==> src/rtl/path_unwinder.sv <==
`default_nettype none
// ============================================================================
//  Module   : path_unwinder
//  Purpose  : Pops every direction held in the 2-bit direction stack and walks
//             the path backwards from a supplied end cell. Each reconstructed
//             step goes to a downstream sink over a valid/ready handshake.
//             The block also reports a running step count and a one-cycle
//             completion pulse.
//  Revision : 1.0  initial release
// ----------------------------------------------------------------------------
//  Ports
//    clk        in   system clock, rising edge
//    rst        in   asynchronous active-low reset
//    start      in   one-cycle request to unwind (ignored unless idle)
//    x_init     in   end-cell X, sampled when start is accepted
//    y_init     in   end-cell Y, sampled when start is accepted
//    stk_empty  in   stack empty flag
//    stk_data   in   stack pop data, valid the cycle after stk_pop
//    stk_pop    out  one-cycle pop request
//    mv_valid   out  step payload valid
//    mv_ready   in   sink ready
//    mv_dir     out  popped direction (00 up, 01 right, 10 down, 11 left)
//    mv_x/mv_y  out  cell reached after undoing mv_dir
//    busy       out  high whenever not idle
//    done       out  one-cycle completion pulse
//    count      out  steps popped since the last accepted start
// ============================================================================
module path_unwinder #(
    parameter int COORD_W = 4,
    parameter int CNT_W   = 9
) (
    input  logic               clk,
    input  logic               rst,
    input  logic               start,
    input  logic [COORD_W-1:0] x_init,
    input  logic [COORD_W-1:0] y_init,
    input  logic               stk_empty,
    input  logic [1:0]         stk_data,
    output logic               stk_pop,
    output logic               mv_valid,
    input  logic               mv_ready,
    output logic [1:0]         mv_dir,
    output logic [COORD_W-1:0] mv_x,
    output logic [COORD_W-1:0] mv_y,
    output logic               busy,
    output logic               done,
    output logic [CNT_W-1:0]   count
);

    typedef enum logic [2:0] {
        IDLE  = 3'd0,
        CHECK = 3'd1,
        LATCH = 3'd2,
        SEND  = 3'd3,
        DONE  = 3'd4
    } state_t;

    localparam logic [COORD_W-1:0] c_COORD_ONE = COORD_W'(1);
    localparam logic [CNT_W-1:0]   c_CNT_ONE   = CNT_W'(1);
    localparam logic [CNT_W-1:0]   c_CNT_MAX   = {CNT_W{1'b1}};

    state_t               r_state;
    state_t               w_next;
    logic [1:0]           r_dir;
    logic [COORD_W-1:0]   r_x;
    logic [COORD_W-1:0]   r_y;
    logic [CNT_W-1:0]     r_count;
    logic                 w_pop;
    logic                 w_valid;
    logic                 w_busy;
    logic                 w_done;

    // ------------------------------------------------------------------------
    // State register
    // ------------------------------------------------------------------------
    always_ff @(posedge clk or negedge rst) begin
        if (!rst) begin
            r_state <= IDLE;
        end else begin
            r_state <= w_next;
        end
    end

    // ------------------------------------------------------------------------
    // Next-state and control outputs
    // ------------------------------------------------------------------------
    always_comb begin
        w_next  = r_state;
        w_pop   = 1'b0;
        w_valid = 1'b0;
        w_busy  = 1'b1;
        w_done  = 1'b0;
        unique case (r_state)
            IDLE: begin
                w_busy = 1'b0;
                if (start) begin
                    w_next = CHECK;
                end
            end
            CHECK: begin
                // The pop is gated by the empty flag in the same cycle so an
                // empty stack is never popped.
                if (stk_empty) begin
                    w_next = DONE;
                end else begin
                    w_pop  = 1'b1;
                    w_next = LATCH;
                end
            end
            LATCH: begin
                w_next = SEND;
            end
            SEND: begin
                w_valid = 1'b1;
                if (mv_ready) begin
                    w_next = CHECK;
                end
            end
            DONE: begin
                w_done = 1'b1;
                w_next = IDLE;
            end
            default: begin
                w_next = IDLE;
            end
        endcase
    end

    // ------------------------------------------------------------------------
    // Datapath: coordinate reconstruction and step counter
    // ------------------------------------------------------------------------
    always_ff @(posedge clk or negedge rst) begin
        if (!rst) begin
            r_dir   <= 2'b00;
            r_x     <= '0;
            r_y     <= '0;
            r_count <= '0;
        end else begin
            if (r_state == IDLE && start) begin
                r_x     <= x_init;
                r_y     <= y_init;
                r_count <= '0;
            end else if (r_state == LATCH) begin
                r_dir <= stk_data;
                // Undo the recorded move; arithmetic wraps at the coordinate width.
                unique case (stk_data)
                    2'b00:   r_y <= r_y - c_COORD_ONE;
                    2'b01:   r_x <= r_x - c_COORD_ONE;
                    2'b10:   r_y <= r_y + c_COORD_ONE;
                    default: r_x <= r_x + c_COORD_ONE;
                endcase
                if (r_count != c_CNT_MAX) begin
                    r_count <= r_count + c_CNT_ONE;
                end
            end
        end
    end

    assign stk_pop  = w_pop;
    assign mv_valid = w_valid;
    assign busy     = w_busy;
    assign done     = w_done;
    assign mv_dir   = r_dir;
    assign mv_x     = r_x;
    assign mv_y     = r_y;
    assign count    = r_count;

endmodule
`default_nettype wire

==> config.mk <==
export PLATFORM = sky130hd
export DESIGN_NAME = path_unwinder
export DESIGN_NICKNAME = d
export VERILOG_FILES = /design/src/rtl/path_unwinder.sv
export SDC_FILE = /design/constraint.sdc
export NUM_CORES = 1
export LEC_CHECK = 0
export CAP_MARGIN = 20
export CELL_PAD_IN_SITES_DETAIL_PLACEMENT = 0
export CELL_PAD_IN_SITES_GLOBAL_PLACEMENT = 1
export CORE_MARGIN = 2
export CORE_UTILIZATION = 35
export CTS_CLUSTER_SIZE = 12
export DETAILED_ROUTE_END_ITERATION = 6
export GPL_TIMING_DRIVEN = 0
export PLACE_DENSITY = 0.88
export SLEW_MARGIN = 10
export SYNTH_ARGS = -nofsm -noshare
export SYNTH_HDL_FRONTEND = slang
export SYNTH_SLANG_ARGS = --single-unit
==> constraint.sdc <==
create_clock -name clk -period 2.2 [get_ports clk]
set_input_delay 0.22 -clock clk [delete_from_list [all_inputs] [get_ports clk]]
set_output_delay 0.22 -clock clk [all_outputs]
set_load 0.01 [all_outputs]
==> results by group <==
Yosys
  • Mux cell area share after synthesis: 4.64%
  • Fraction of registers with async set/reset: 100%
  • Main combinational cell family by area after synthesis: simple AND/OR/NAND/NOR gates
  • Simple-gate portion of the synthesized area: 26.5%
  • Synth area leaders: dfrtp_1, xor2_1, ha_1
  • XOR/XNOR Fraction of Synth Area: 6.64%
  • Distinct cells, synth: 40
  • Syn_nets: 152
  • Top FF cell, synth: dfrtp_1
  • Cells after Synth: 132
  • Post-synth EDFFs: 0
  • Yosys warnings: 0
  • Synth Register Bits: 22
  • Synth area leader: dfrtp_1
  • Syn_area_per_cell: 10.0 sq um
  • Top-area cell type share of the netlist area: 41.7%
  • Sequential element share of the synthesized area: 41.7%
  • Count leader, synth: dfrtp_1
  • Commonest cells post-synth: dfrtp_1, nand2_1, nor2_1
  • Compound-gate portion of the synthesized area: 12.1%
  • Area share of fa/ha/maj cells after synthesis: 4.74%
  • Mapped Area: 0.00132 sq mm

STA
  • Fin. Hold Viols: 0
  • Fmax: 472 MHz
  • Tcrit/Tclk final: 96.2%
  • Endpoints failing setup: 0
  • Max Slew Vio Count: 0
  • Clock skew: 0.00259 ns
  • Post-layout min period: 2.12 ns
  • Post-route setup TNS: 0 ns
  • Final Hold Slack: 0.229 ns
  • Post-route worst setup slack: 0.0830 ns
  • Rel. slew slack: 60.6%
  • Worst slew pin tran: 0.589 ns

Setup path
  • Crit path max-delay cell type: dfrtp_1
  • CP Class: flop to flop
  • Maximum fanout along the worst path: 6
  • Worst endpoint data arrival time: 2.26 ns
  • Crit path capture type: flop
  • Worst R2R Path Depth: 8
  • Critical path depth in cells: 8
  • CP max stage delay: 0.44 ns
  • Crit path required time: 2.34 ns
  • Crit path launch type: flop
  • Delay-heaviest family, CP: simple AND/OR/NAND/NOR gates
  • Worst path bufs/invs: 0
  • CP cell instances: ha_1, and3_1, and3_1, ha_1, nor4b_4, nand4_1, xor2_1, nor2_1

Die
  • Die Wd: 65.4 microns
  • Die area: 0.00428 sq mm
  • Die Y-Extent: 65.4 microns
  • Ports: 38
  • Core area: 0.00363 sq mm
  • Initial core utilization: 36.3%
  • Row cnt: 22

CTS
  • CTS tree: yes
  • Clk sink count: 22
  • Clock buffer depth: 2
  • CTS Buf Count: 3
  • Clk_lat worst skew: 0.27 ns
  • Root buf cell: clkbuf_8
  • H-tree depth: 1
  • Clock slew at reported path FFs: 0.08 ns

Global route
  • Vias in the first global route: 1124
  • Total track usage: 15.6%
  • First-pass GRT wire length: 5.17 mm
  • Initial antenna violation count: 0
  • Largest net degree at the start of global routing: 23
  • Total congestion overflow: 0

Power and ir drop
  • Peak VDD IR: 392 uV
  • Switching Fraction: 39.2%
  • Pwr dens: 1260 mW/mm^2
  • Reg power frac: 32.0%
  • Int Pwr: 1.43 mW
  • Leak Pwr: 0.796 nW
  • Switching Power: 922 uW
  • Comb pwr share: 55.4%
  • Clk pwr share: 12.7%
  • Overall Power: 2.35 mW

Placed design
  • Routability Congestion: 0.866
  • # port buffers: 37
  • Final HPWL DP: 2.18 mm
  • Placement Setup Slack: -0.160 ns

Cells and area
  • Proportion of layout cells with a drive suffix above 1: 11.9%
  • Nets@finish: 198
  • Area growth, synth to finish: 41.5%
  • Fillcell total: 333
  • Ant. Diodes: 0

Route
  • Remaining antenna violation count after routing: 0
  • First-pass iteration count of the detailed router: 4
  • Via count: 1138
  • # DRC: 0
  • Initial drt markers: 38
  • DR vias/cell: 5.06
  • Drt total wl: 3.09 mm
  • Routed WL per cell: 13.7 microns

Outcome
  • Status: completed

Hold path
  • Worst hold path type: input pin to async pin

Job
  • Max-Cap Viols: 0
==> path summary, 6_finish.rpt <==
kind / endpoint / slack, ns / start
max reg2reg: count[6]$_DFFE_PN0P_ / 0.08 / count[1]$_DFFE_PN0P_
min in group clk: mv_dir[0]$_DFFE_PN0P_ / 0.50 / mv_dir[0]$_DFFE_PN0P_
min: mv_x[2]$_DFFE_PN0P_ / 0.23 / rst
max: count[6]$_DFFE_PN0P_ / 0.08 / count[1]$_DFFE_PN0P_
max in group asynchronous: count[0]$_DFFE_PN0P_ / 1.55 / rst
min reg2reg: mv_dir[0]$_DFFE_PN0P_ / 0.50 / mv_dir[0]$_DFFE_PN0P_
==> timing repair <==
action                     4_1_cts  5_1_grt
hold buffers                     0        0
pin swaps                        0        1
setup buffers                    0        3
gates resized for setup          1        2
setup endpoints to repair        1        6
==> per-stage QoR <==
step	instance area, sq um	cells	utilization, %
6_report	1870	225	51.4
5_1_grt	1870	225	51.4
4_1_cts	1810	221	49.9
3_5_place_dp	1750	217	48.2
3_3_place_gp	1750	217	48.2
2_1_floorplan	1320	132	-
==> flip-flops by register name, summed over array words and instances (netlist names) <==
| name | flops |
|---|---|
| count | 9 |
| mv_y | 4 |
| r_state | 3 |
| mv_x | 4 |
| mv_dir | 2 |
==> power by group through the flow <==
stage / registers (mW) / logic, mW / clock network [mW]
global route: 0.781 / 1.44 / 0.322
global placement: 0.749 / 1.20 / 0
CTS: 0.755 / 1.26 / 0.305
detailed placement: 0.762 / 1.24 / 0
floorplan: 0.788 / 0.681 / 0
finish: 0.751 / 1.30 / 0.298
==> kinds of logic after synthesis <==
family / Yosys count
simple gates: 57
fa+ha+maj: 5
buf+inv: 8
compound gates: 24
flops: 22
xor+xnor: 10
mux: 6
==> area by class of cell <==
cell class | instances | area, sq um | area share [%]
plain buffers | 6 | 40.0 | 2.14
clock buffers | 4 | 55.1 | 2.95
inverters | 2 | 7.51 | 0.402
multi-input cells | 102 | 733 | 39.2
flip-flops and latches | 22 | 552 | 29.5
well taps | 48 | 60.1 | 3.22
repair buffers | 41 | 420 | 22.5
==> placed cells by master, fill, tap and decap left out, drive strengths merged, types with 3 or more instances in the layout <==
master         count
clkdlybuf4s50     37
and3               6
buf                8
mux2i              5
nor2b              3
o21ai              7
clkbuf             6
nor2              12
ha                 5
a21oi              3
nor3b              3
dfrtp             22
nand2             12
or3                4
nor4b              3
o211ai             4
xor2               9
==> routing by layer <==
metal	track usage, %	routed length [microns]
met5	0	0
met4	6.25	47
met2	26.0	1440
met3	2.05	84
met1	20.4	1520
No activity file was read; power rests on OpenSTA's default activity.
